--- src/rtl/clock_enable_ctrl.sv ---
// Per-channel clock-enable controller: gates idle domains and restarts them on request.
// Optional per-channel gated-cycle statistics are enabled with CLK_EN_CTRL_STATS_EN.
module clock_enable_ctrl #(
   parameter int unsigned NUM_CH      = 4,
   parameter int unsigned IDLE_CYCLES = 16,
   parameter int unsigned WAKE_CYCLES = 2
) (
   input  logic                   sys_clk_i,
   input  logic                   sys_reset_i,
   input  logic [NUM_CH-1:0]      activity_i,
   input  logic [NUM_CH-1:0]      wake_req_i,
   input  logic                   force_on_i,
`ifdef CLK_EN_CTRL_STATS_EN
   input  logic                   stats_clr_i,
   output logic [16*NUM_CH-1:0]   gated_cnt_o,
`endif
   output logic [NUM_CH-1:0]      enable_o,
   output logic [NUM_CH-1:0]      ready_o,
   output logic [NUM_CH-1:0]      gated_o
);

   localparam int unsigned MAX_CYC = (IDLE_CYCLES > WAKE_CYCLES) ? IDLE_CYCLES : WAKE_CYCLES;
   localparam int unsigned CW      = $clog2(MAX_CYC + 1);

   typedef enum logic [1:0] {
      ST_ON    = 2'd0,
      ST_DRAIN = 2'd1,
      ST_OFF   = 2'd2,
      ST_WAKE  = 2'd3
   } state_t;

   state_t              state_q [NUM_CH];
   state_t              state_d [NUM_CH];
   logic [CW-1:0]       cnt_q   [NUM_CH];
   logic [CW-1:0]       cnt_d   [NUM_CH];
   logic [NUM_CH-1:0]   busy;
   logic [NUM_CH-1:0]   wake;
   logic [NUM_CH-1:0]   en_d;
   logic [NUM_CH-1:0]   rdy_d;
   logic [NUM_CH-1:0]   gated_d;

   assign busy = activity_i | wake_req_i | {NUM_CH{force_on_i}};
   assign wake = wake_req_i | {NUM_CH{force_on_i}};

   // State and counter registers; reset forces every channel to ON.
   always_ff @(posedge sys_clk_i or posedge sys_reset_i) begin
      if (sys_reset_i) begin
         for (int n = 0; n < NUM_CH; n++) begin
            state_q[n] <= ST_ON;
            cnt_q[n]   <= '0;
         end
      end else begin
         for (int n = 0; n < NUM_CH; n++) begin
            state_q[n] <= state_d[n];
            cnt_q[n]   <= cnt_d[n];
         end
      end
   end

   // Next-state logic and Moore output decode of the next state.
   always_comb begin
      en_d    = '0;
      rdy_d   = '0;
      gated_d = '0;
      for (int n = 0; n < NUM_CH; n++) begin
         state_d[n] = state_q[n];
         cnt_d[n]   = cnt_q[n];
         unique case (state_q[n])
            ST_ON: begin
               if (busy[n]) begin
                  cnt_d[n] = '0;
               end else if (cnt_q[n] == CW'(IDLE_CYCLES - 1)) begin
                  state_d[n] = ST_DRAIN;
                  cnt_d[n]   = '0;
               end else begin
                  cnt_d[n] = cnt_q[n] + CW'(1);
               end
            end
            ST_DRAIN: begin
               cnt_d[n]   = '0;
               state_d[n] = busy[n] ? ST_ON : ST_OFF;
            end
            ST_OFF: begin
               if (wake[n]) begin
                  state_d[n] = ST_WAKE;
                  cnt_d[n]   = '0;
               end
            end
            ST_WAKE: begin
               if (cnt_q[n] == CW'(WAKE_CYCLES - 1)) begin
                  state_d[n] = ST_ON;
                  cnt_d[n]   = '0;
               end else begin
                  cnt_d[n] = cnt_q[n] + CW'(1);
               end
            end
            default: begin
               state_d[n] = ST_ON;
               cnt_d[n]   = '0;
            end
         endcase
         en_d[n]    = (state_d[n] != ST_OFF);
         rdy_d[n]   = (state_d[n] == ST_ON);
         gated_d[n] = (state_d[n] == ST_OFF);
      end
   end

   // Output flops keep the gate-cell enables glitch-free.
   always_ff @(posedge sys_clk_i or posedge sys_reset_i) begin
      if (sys_reset_i) begin
         enable_o <= '1;
         ready_o  <= '1;
         gated_o  <= '0;
      end else begin
         enable_o <= en_d;
         ready_o  <= rdy_d;
         gated_o  <= gated_d;
      end
   end

`ifdef CLK_EN_CTRL_STATS_EN
   // Saturating count of cycles spent in OFF; clear wins over increment.
   always_ff @(posedge sys_clk_i or posedge sys_reset_i) begin
      if (sys_reset_i) begin
         gated_cnt_o <= '0;
      end else begin
         for (int n = 0; n < NUM_CH; n++) begin
            if (stats_clr_i) begin
               gated_cnt_o[16*n +: 16] <= '0;
            end else if ((state_q[n] == ST_OFF) && (gated_cnt_o[16*n +: 16] != 16'hFFFF)) begin
               gated_cnt_o[16*n +: 16] <= gated_cnt_o[16*n +: 16] + 16'd1;
            end
         end
      end
   end
`endif

endmodule

--- config.mk ---
export PLATFORM = sky130hd
export DESIGN_NAME = clock_enable_ctrl
export DESIGN_NICKNAME = d
export VERILOG_FILES = /design/src/rtl/clock_enable_ctrl.sv
export SDC_FILE = /design/constraint.sdc
export NUM_CORES = 1
export LEC_CHECK = 0
export CORE_AREA = 2 2 82 84
export CTS_BUF_LIST = sky130_fd_sc_hd__clkbuf_16
export CTS_CLUSTER_SIZE = 24
export DETAILED_ROUTE_END_ITERATION = 8
export DIE_AREA = 0 0 84 86
export GPL_TIMING_DRIVEN = 0
export SKIP_LAST_GASP = 1
export SYNTH_ARGS = -nofsm -noshare
export SYNTH_HDL_FRONTEND = slang
export SYNTH_SLANG_ARGS = --single-unit
--- constraint.sdc ---
create_clock -name sys_clk_i -period 5.5 [get_ports sys_clk_i]
set_input_delay 1.375 -clock sys_clk_i [delete_from_list [all_inputs] [get_ports sys_clk_i]]
set_output_delay 1.375 -clock sys_clk_i [all_outputs]
set_load 0.005 [all_outputs]
==> summary.txt <==
Synth
  • Commonest cells post-synth: 32 x dfrtp_1, 22 x nand2_1, 21 x inv_1
  • Synth Warn #: 0
  • Avg Inst Size Synth: approximately 10 µm²
  • Ranking of synthesized cells by area: dfrtp_1 37%, dfstp_2 9.6%, ha_1 9.2%
  • Post-synth top flop: dfrtp_1
  • Mapped Nets: 245
  • Number of synthesized flops with an enable pin: 0
  • Area of the mapped netlist: 0.00218 mm²
  • Post-synth ARST share: 100%
  • Count leader, synth: dfrtp_1
  • Post-synth top area share: a little under two fifths
  • Synthesis-stage register bit count: 40
  • Largest area contributor in the synthesized netlist: dfrtp_1
  • Gate Count Post-Synth: 218
  • Synth cell types: 44
  • Post-synthesis sequential area ratio: 46.4%

Pwr
  • Leakage: 1.15 nW
  • Clk pwr share: 25.2%
  • Sw Pwr: 0.000351 W
  • Sw Share: between 30% and 40%
  • VDD IR max: 0.152 mV
  • Pwr dens: just over 400 mW/mm²
  • Int Pwr: between 0.0007 and 0.0008 W
  • Logic pwr share: 34.4%
  • Design Power: 0.00108 W
  • Share of power burned in registers: between 40 and 50%

STA
  • Slew headroom: 44.9%
  • RSZ-0062 raised after global routing: false
  • Clk_skew: 0.00587 ns
  • Worst-margin pin slew: 0.825 ns
  • Final setup TNS: 0 ns
  • Final slew viol count: 0
  • Fmax: 0.373 GHz
  • Ratio of final minimum period to clock period: 48.8%
  • Min Tclk post-route: 2.68 ns
  • Hold WS: 0.539 ns
  • Final setup vio count: 0
  • Endpoints failing hold: 0

Placed design
  • Placed Instances: 317
  • DPL Wire Length: ~2900 µm
  • PortBufs: 22
  • Routability cong.: just under 0.8

Setup path
  • CP Cell Sequence: clkdlybuf4s50_1 -> buf_6 -> or3_4 -> o22a_4 -> nor4b_2 -> a21o_1
  • CP endpoint kind: flip-flop
  • Critical path buffers and inverters: 2
  • CP required: roughly 5.7 ns
  • Critical path data arrival time: roughly 2.9 ns
  • Worst Setup Path Type: in2reg
  • Largest fanout on the critical path: 10
  • Slowest CP cell: clkdlybuf4s50_1
  • Crit path launch type: input pin
  • Worst R2R Setup Slack: 3.43 ns
  • CP max stage delay: 0.43 ns
  • Top Family by Delay on Critical Path: simple AND/OR/NAND/NOR gates

Status
  • Status: finished clean

CTS
  • CTS tree: done
  • Num Clock Sinks: 40
  • Max Root-Sink Buffers: 2
  • Clk_lat worst skew: between 0.2 and 0.3 ns
  • Post-cts sizing count: 0
  • Total CTS buffers: 5
  • H-tree level count: 2
  • Hold_buf cts: 0
  • CTS root buffer: clkbuf_16
  • Setup Buffers After CTS: 0
  • Clock transition at path regs: 0.06 ns

Finish
  • Layout cells sized above 1: 13.7%
  • Final cell count without fillers: about 330
  • Area occupied by multi-input gates: ~0.0011 mm²
  • Area growth, synth to finish: 20.9%
  • Final nets: 274
  • Storage cell area: 0.00101 mm²
  • Ant. Diodes: 0
  • FILL cells: 607

GRT
  • Vias in the first global route: 1,571
  • First-pass GRT wire length: between 6000 and 7000 µm
  • Initial antenna violation count: 0
  • Overflow after GRT: 0
  • Total GRT Usage: roughly an eighth
  • Largest net degree at the start of global routing: 41

Floorplan
  • Die area: 0.00722 mm²
  • Die span in x: 84 µm
  • Std cell rows: 29
  • Die Ht: ~86 µm
  • Core Region: 0.00628 mm²
  • IO Count: 23
  • Starting Density: 34.7%

Routing
  • TritonRoute pass-1 iters: 6
  • DR vias/cell: 4.94
  • DRT antenna net count: 0
  • DRT Wirelength: 3880 µm
  • DR DRC count: 0
  • Initial drt markers: 38
  • Routed vias: 1,605
  • Wire per inst: 11.9 µm

Flow run
  • Max Cap Violations: 0

Min path
  • Hold Path Class: reg2reg
-- path summary, 6_finish.rpt --
path | cells past startpoint | from | endpoint
min | 1 | cnt_q[0] | cnt_q[0]
max | 6 | force_on_i | cnt_q[2]
min in group asynchronous | 2 | sys_reset_i | state_q[3]
max in group asynchronous | 2 | sys_reset_i | cnt_q[12]
min reg2reg | 1 | cnt_q[0] | cnt_q[0]
max reg2reg | 8 | cnt_q[5] | cnt_q[7]
-- layout by cell type (no fill, tap or decap), drive strengths merged, types with 3 or more instances in the layout --
| master | n |
|---|---|
| a21oi | 7 |
| a31oi | 3 |
| and2 | 3 |
| buf | 4 |
| clkbuf | 8 |
| clkdlybuf4s50 | 22 |
| clkinv | 3 |
| dfrtp | 32 |
| dfstp | 8 |
| ha | 16 |
| inv | 21 |
| mux2i | 5 |
| nand2 | 22 |
| nand3 | 12 |
| nand3b | 3 |
| nor2 | 10 |
| nor3 | 11 |
| nor4b | 6 |
| o21a | 3 |
| o21ai | 14 |
| o22ai | 6 |
| or2 | 3 |
| or3 | 6 |
| xor2 | 3 |
-- registers in the layout, indices dropped and copies added (netlist names) --
register	count
cnt_q	20
enable_o	4
gated_o	4
ready_o	4
state_q	8
-- power groups by stage --
stage                     clock network, W  registers (W)  logic [W]
final                             0.000272       0.000436   0.000372
after global routing              0.000292       0.000449   0.000421
after CTS                         0.000282       0.000437   0.000377
after detailed placement                 0       0.000442   0.000376
after global placement                   0       0.000438   0.000370
after floorplan                          0       0.000434   0.000261
-- routing by layer --
layer | vias to the layer above | global-route usage, % | wire [µm]
li1 | 816 | - | -
met3 | 2 | 2.98 | 107
met2 | 19 | 20.5 | 1890
met5 | - | 0 | 0
met4 | 0 | 5.13 | 43
met1 | 768 | 13.7 | 1840
-- worst register-to-register path, cell delays in order, from the launching register on --
cell,delay (ns)
dfrtp_1,0.42
ha_1,0.24
nand3_1,0.11
inv_1,0.06
ha_1,0.20
or3_1,0.37
o22a_1,0.23
nor4b_1,0.26
a21o_1,0.12
-- final cells by class --
type / instances / share of cell area, %
multi-input cells: 150 / 40.0
flip-flops and latches: 40 / 38.3
repair buffers: 22 / 8.35
clock buffers: 5 / 4.75
well taps: 77 / 3.65
inverters: 21 / 2.99
plain buffers: 7 / 1.42
clock inverters: 3 / 0.522
-- cell families after synthesis --
family                   after synthesis  share of synthesized area, %
AND/OR/NAND/NOR                       82                          21.2
AO/OA/AOI/OAI                         43                          13.9
flip-flops                            40                          46.4
buffers and inverters                 28                          5.34
adder cells (fa/ha/maj)               16                          9.18
multiplexers                           6                          2.81
XOR/XNOR                               3                          1.21
-- stage by stage --
step	setup slack [ns]	util (%)	cell area, µm²
final	2.82	42.0	2640
after global routing	2.71	42.0	2640
after CTS	2.80	42.0	2640
after detailed placement	2.53	39.8	2500
after global placement	2.32	39.8	2500
after floorplan	3.06	-	2180
Power figures use the tool's default switching activity.
